## src/rtl/soc_bus_arbiter.sv

```systemverilog
// soc_bus_arbiter: two-master arbiter for the shared SoC memory-mapped bus.
// Grants one transaction at a time, drives bus_we/bus_addr/bus_wdata, times the
// read return (RD_LAT cycles after the address) and pulses the winner's ack.
// Optional build macro: ARB_FIXED_PRIO_EN -- m0 always wins a tie (m1 may starve).
// Default build (macro undefined): round robin on a tie, last_gnt resets to m1.
module soc_bus_arbiter #(
  parameter int unsigned AW     = 32,
  parameter int unsigned DW     = 32,
  parameter int unsigned RD_LAT = 1   // legal range 1..15
) (
  input  logic          clk_i,
  input  logic          rst_i,
  // master 0
  input  logic          m0_req_i,
  input  logic          m0_we_i,
  input  logic [AW-1:0] m0_addr_i,
  input  logic [DW-1:0] m0_wdata_i,
  output logic          m0_ack_o,
  output logic [DW-1:0] m0_rdata_o,
  // master 1
  input  logic          m1_req_i,
  input  logic          m1_we_i,
  input  logic [AW-1:0] m1_addr_i,
  input  logic [DW-1:0] m1_wdata_i,
  output logic          m1_ack_o,
  output logic [DW-1:0] m1_rdata_o,
  // shared bus towards the address decoder
  output logic          bus_we_o,
  output logic [AW-1:0] bus_addr_o,
  output logic [DW-1:0] bus_wdata_o,
  input  logic [DW-1:0] bus_rdata_i,
  output logic [1:0]    gnt_o
);

  typedef enum logic [1:0] {StIdle, StAccess, StWait, StDone} state_e;

  localparam logic [3:0] LatLoad = 4'(RD_LAT - 1);

  state_e        state_q;
  logic [1:0]    gnt_q;
  logic          last_gnt_q;  // 1 = m1 was granted last
  logic          bus_we_q;
  logic [AW-1:0] bus_addr_q;
  logic [DW-1:0] bus_wdata_q;
  logic          m0_ack_q;
  logic          m1_ack_q;
  logic [DW-1:0] m0_rdata_q;
  logic [DW-1:0] m1_rdata_q;
  logic [3:0]    cnt_q;

  logic          any_req;
  logic          win_m1;

  // Arbitration decision for the current IDLE cycle.
  always_comb begin
    any_req = m0_req_i | m1_req_i;
    win_m1  = m1_req_i;
    if (m0_req_i && m1_req_i) begin
`ifdef ARB_FIXED_PRIO_EN
      win_m1 = 1'b0;
`else
      win_m1 = ~last_gnt_q;
`endif
    end
  end

  // Transaction FSM; every bus and master-facing output is registered here.
  always_ff @(posedge clk_i) begin
    if (rst_i) begin
      state_q     <= StIdle;
      gnt_q       <= 2'b00;
      last_gnt_q  <= 1'b1;
      bus_we_q    <= 1'b0;
      bus_addr_q  <= '0;
      bus_wdata_q <= '0;
      m0_ack_q    <= 1'b0;
      m1_ack_q    <= 1'b0;
      m0_rdata_q  <= '0;
      m1_rdata_q  <= '0;
      cnt_q       <= '0;
    end else begin
      unique case (state_q)
        StIdle: begin
          m0_ack_q <= 1'b0;
          m1_ack_q <= 1'b0;
          bus_we_q <= 1'b0;
          gnt_q    <= 2'b00;
          if (any_req) begin
            last_gnt_q  <= win_m1;
            gnt_q       <= win_m1 ? 2'b10 : 2'b01;
            bus_we_q    <= win_m1 ? m1_we_i : m0_we_i;
            bus_addr_q  <= win_m1 ? m1_addr_i : m0_addr_i;
            bus_wdata_q <= win_m1 ? m1_wdata_i : m0_wdata_i;
            state_q     <= StAccess;
          end
        end
        StAccess: begin
          // bus_we_q is high in ACCESS exactly when the transaction is a write.
          bus_we_q <= 1'b0;
          if (bus_we_q) begin
            m0_ack_q <= gnt_q[0];
            m1_ack_q <= gnt_q[1];
            state_q  <= StDone;
          end else begin
            cnt_q   <= LatLoad;
            state_q <= StWait;
          end
        end
        StWait: begin
          if (cnt_q == 4'd0) begin
            if (gnt_q[0]) m0_rdata_q <= bus_rdata_i;
            if (gnt_q[1]) m1_rdata_q <= bus_rdata_i;
            m0_ack_q <= gnt_q[0];
            m1_ack_q <= gnt_q[1];
            state_q  <= StDone;
          end else begin
            cnt_q <= cnt_q - 4'd1;
          end
        end
        StDone: begin
          m0_ack_q <= 1'b0;
          m1_ack_q <= 1'b0;
          gnt_q    <= 2'b00;
          state_q  <= StIdle;
        end
        default: state_q <= StIdle;
      endcase
    end
  end

  assign m0_ack_o    = m0_ack_q;
  assign m1_ack_o    = m1_ack_q;
  assign m0_rdata_o  = m0_rdata_q;
  assign m1_rdata_o  = m1_rdata_q;
  assign bus_we_o    = bus_we_q;
  assign bus_addr_o  = bus_addr_q;
  assign bus_wdata_o = bus_wdata_q;
  assign gnt_o       = gnt_q;

endmodule
```

## config.mk

```make
export PLATFORM = sky130hd
export DESIGN_NAME = soc_bus_arbiter
export DESIGN_NICKNAME = d
export VERILOG_FILES = /design/src/rtl/soc_bus_arbiter.sv
export SDC_FILE = /design/constraint.sdc
export NUM_CORES = 1
export LEC_CHECK = 0
export CELL_PAD_IN_SITES_DETAIL_PLACEMENT = 0
export CELL_PAD_IN_SITES_GLOBAL_PLACEMENT = 1
export CORE_AREA = 4 4 157 159
export CTS_CLUSTER_SIZE = 20
export DETAILED_ROUTE_END_ITERATION = 6
export DIE_AREA = 0 0 161 163
export PLACE_DENSITY_LB_ADDON = 0.2
export SYNTH_ARGS = -nofsm -noshare
export SYNTH_HDL_FRONTEND = slang
export SYNTH_SLANG_ARGS = --single-unit
```

## constraint.sdc

```tcl
create_clock -name clk_i -period 1.71 [get_ports clk_i]
set_input_delay 0.4275 -clock clk_i [delete_from_list [all_inputs] [get_ports clk_i]]
set_output_delay 0.4275 -clock clk_i [all_outputs]
set_load 0.02 [all_outputs]
```

==> impl_metrics.py <==
metrics = {
    "run_status": {
        "status": "finished clean",
    },
    "pwr": {
        "p_int_mw": 8.43,
        "netSwitchingFraction_pct": 37.8,
        "switchingPower_mw": 5.12,
        "pwr_density_cell_mw_per_mm2": 1360,
        "total_power_mw": 13.5,
        "power_frac_seq_pct": 31.4,
        "power_frac_comb_pct": 41.3,
        "vdd_drop_max_v": 0.000571,
        "clock_power_share_pct": 27.3,
        "p_leak_nw": 4.14,
    },
    "setup_path": {
        "cp_data_arrival_time_ns": 1.94,
        "cp-end-kind": "flop",
        "crit_path_top_delay_cell": "dfxtp_2",
        "cp.required_ns": 2.00,
        "path_depth": 7,
        "critPathMaxStageDelay_ns": 0.35,
        "critPathBufInv": 3,
        "critical_path.startpoint": "state_q[0]",
        "path_class": "reg -> reg",
        "cp_top_family": "buffers and inverters",
        "rr_endpoint": "m1_rdata_o[21]",
        "ff2ff_path_depth": 7,
        "crit_path_max_fanout": 64,
        "reg2reg_slack_ns": 0.06,
        "crit_chain": "inv_2 -> ha_2 -> buf_4 -> nand4bb_2 -> buf_12 -> o21ai_0 -> a21oi_1",
        "crit_path_start_kind": "flop",
        "cp-endpoint": "m1_rdata_o[21]",
        "regToRegStartpoint": "state_q[0]",
    },
    "clock_tree": {
        "cts_tree": "built",
        "clk_pin_slew_worst_paths_ns": 0.07,
        "hold_buffers": 0,
        "cts_root_buf": "clkbuf_16",
        "post_cts_buffers": 0,
        "cts_made_buffers": 17,
        "worstSkewPairLatency_ns": 0.41,
        "clk_path_buf_depth": 2,
        "cts.sinks": 140,
        "h-tree-depth": 4,
    },
    "layout": {
        "fin_nets": 1126,
        "syn_to_final_growth_pct": 67.2,
        "nFillCells": 2429,
        "drive_above_1_share_pct": 9.32,
        "final_cell_area_mm2": 0.00995,
        "finalCoreUtilization_pct": 42.8,
        "diodes": 0,
        "final_common_cell": "clkdlybuf4s50_1",
        "final_cell_mix": "clkdlybuf4s50_1 (163), dfxtp_1 (139), dlygate4sd2_1 (133), nor2_1 (69), a21oi_1 (69)",
    },
    "flow_run": {
        "drv_cap": 0,
    },
    "sta": {
        "drv_slew": 0,
        "setup_viol": 0,
        "setup_tns_ns": 0,
        "worst_pin_slew_ns": 0.409,
        "relSlewSlack_pct": 72.6,
        "finalCriticalPeriod_ns": 1.65,
        "finalHoldViolations": 0,
        "rsz0062_at_grt": "true",
        "holdWs_ns": 0.353,
        "fmax_mhz": 607,
        "skew_ns": 0.0111,
        "fin_crit_sh_pct": 96.4,
    },
    "floorplan": {
        "dieWidth_um": 161,
        "rows": 56,
        "start_util_pct": 25.6,
        "io_pins": 299,
        "dieArea_mm2": 0.0262,
        "die_h_um": 163,
        "coreArea_mm2": 0.0233,
    },
    "global_route": {
        "grt_pass1_wl_mm": 32.9,
        "grt-ovfl-total": 0,
        "grt_max_degree": 65,
        "antenna_found_initial": 0,
        "grtUsageTotal_pct": 15.8,
        "grt_pass1_vias": 5894,
    },
    "synth": {
        "ys.flop_type": "dfxtp_1",
        "yosys_warnings": 0,
        "synth-edff-count": 0,
        "syn_area_mm2": 0.00595,
        "synth_async_sr_flop_share_pct": 0,
        "ys_seq_elements": 140,
        "syn-num-nets": 830,
        "yosysSeqAreaShare_pct": 47.1,
        "syn_inst": 658,
        "synth_cell_type_count": 41,
        "avgSynthCellArea_um2": 9.04,
    },
    "placement": {
        "placed_cell_area_mm2": 0.00951,
        "gp_congestion": 0.767,
        "numPortBuffers": 298,
        "hpwlAfterDp_mm": 15.7,
    },
    "route": {
        "ant_nets": 0,
        "via_per_inst": 4.61,
        "routedWlPerCell_um": 17.1,
        "drt_wl_total_mm": 22.0,
        "drc_errors": 0,
        "drtIter0Drc": 278,
        "dr.pass1.iters": 4,
        "via_count": 5925,
    },
    "min_path": {
        "hp-class": "in -> reg",
    },
}
## worst min path at each step
| stage | startpoint | end | depth (start not counted) | slack [ns] |
|---|---|---|---|---|
| floorplan | cnt_q[1] | cnt_q[1] | 2 | 0.45 |
| global placement | m0_rdata_o[12] | m0_rdata_o[12] | 2 | 0.46 |
| detailed placement | m0_rdata_o[21] | m0_rdata_o[21] | 2 | 0.47 |
| CTS | rst_i | cnt_q[1] | 2 | 0.33 |
| global route | rst_i | cnt_q[1] | 2 | 0.35 |
| finish | rst_i | cnt_q[1] | 2 | 0.35 |
## metal layers
layer / GRT usage (%) / wire length (um) / up-vias
met1: 19.8 / 9500 / 2710
met3: 6.91 / 2120 / 11
met5: 0 / 0 / -
li1: - / - / 2973
met4: 3.84 / 147 / 0
met2: 25.3 / 10200 / 231
## synthesized netlist by cell type, types with 3 or more instances
cell | number | area (um2)
a211oi_1 | 65 | 488
a21oi_1 | 70 | 350
buf_1 | 6 | 22.5
buf_2 | 11 | 55.1
buf_4 | 3 | 22.5
buf_8 | 4 | 60.1
clkbuf_1 | 41 | 154
dfxtp_1 | 140 | 2800
ha_1 | 6 | 75.1
inv_1 | 6 | 22.5
mux2i_1 | 68 | 681
nand2b_1 | 7 | 43.8
nand3_1 | 64 | 320
nand3b_1 | 3 | 22.5
nor2_1 | 69 | 259
nor2b_1 | 3 | 18.8
o21ai_0 | 64 | 320
## final cells by class
cell class / instances / area, um2 / share of cell area (%)
repair buffers: 343 / 3300 / 33.2
multi-input cells: 446 / 2850 / 28.6
flip-flops and latches: 140 / 2800 / 28.2
clock buffers: 19 / 433 / 4.35
well taps: 319 / 399 / 4.01
clock inverters: 12 / 139 / 1.40
inverters: 6 / 22.5 / 0.226
## flip-flops by register name, summed over array words and instances (netlist names)
register     count
bus_addr_o      32
bus_wdata_o     32
m0_rdata_o      32
m1_rdata_o      32
cnt_q            4
gnt_o            2
state_q          2
bus_we_o         1
last_gnt_q       1
m0_ack_o         1
m1_ack_o         1
## through the flow
step	instances	setup slack, ns
6_report	1285	0.0618
5_1_grt	1285	-0.0251
4_1_cts	1284	0.0135
3_5_place_dp	1253	-0.309
3_3_place_gp	1253	-0.274
2_1_floorplan	658	0.0313
## worst reg2reg max path, cell delays in order (launching register included)
cell	delay, ns
dfxtp_2	0.35
inv_2	0.09
ha_2	0.22
buf_4	0.13
nand4bb_2	0.18
buf_12	0.24
o21ai_0	0.24
a21oi_1	0.09
## power groups by stage
stage	sequential (mW)	clock [mW]	combinational, mW
floorplan	5.00	0	2.47
global placement	4.33	0	6.00
detailed placement	4.34	0	5.95
CTS	4.27	3.80	5.57
global route	4.35	3.93	6.11
finish	4.26	3.69	5.59
## logic make-up after synthesis
| group | after synthesis | synth area share, % |
|---|---|---|
| multiplexers | 68 | 11.4 |
| AND/OR/NAND/NOR | 160 | 13.0 |
| buffers and inverters | 73 | 6.04 |
| AO/OA/AOI/OAI | 211 | 21.2 |
| flip-flops | 140 | 47.1 |
| adder cells (fa/ha/maj) | 6 | 1.26 |
## what timing repair did
item / CTS / global route
setup endpoints to repair: 133 / 40
gates cloned: 0 / 1
gates resized for setup: 133 / 19
No activity file was read; power rests on OpenSTA's default activity.
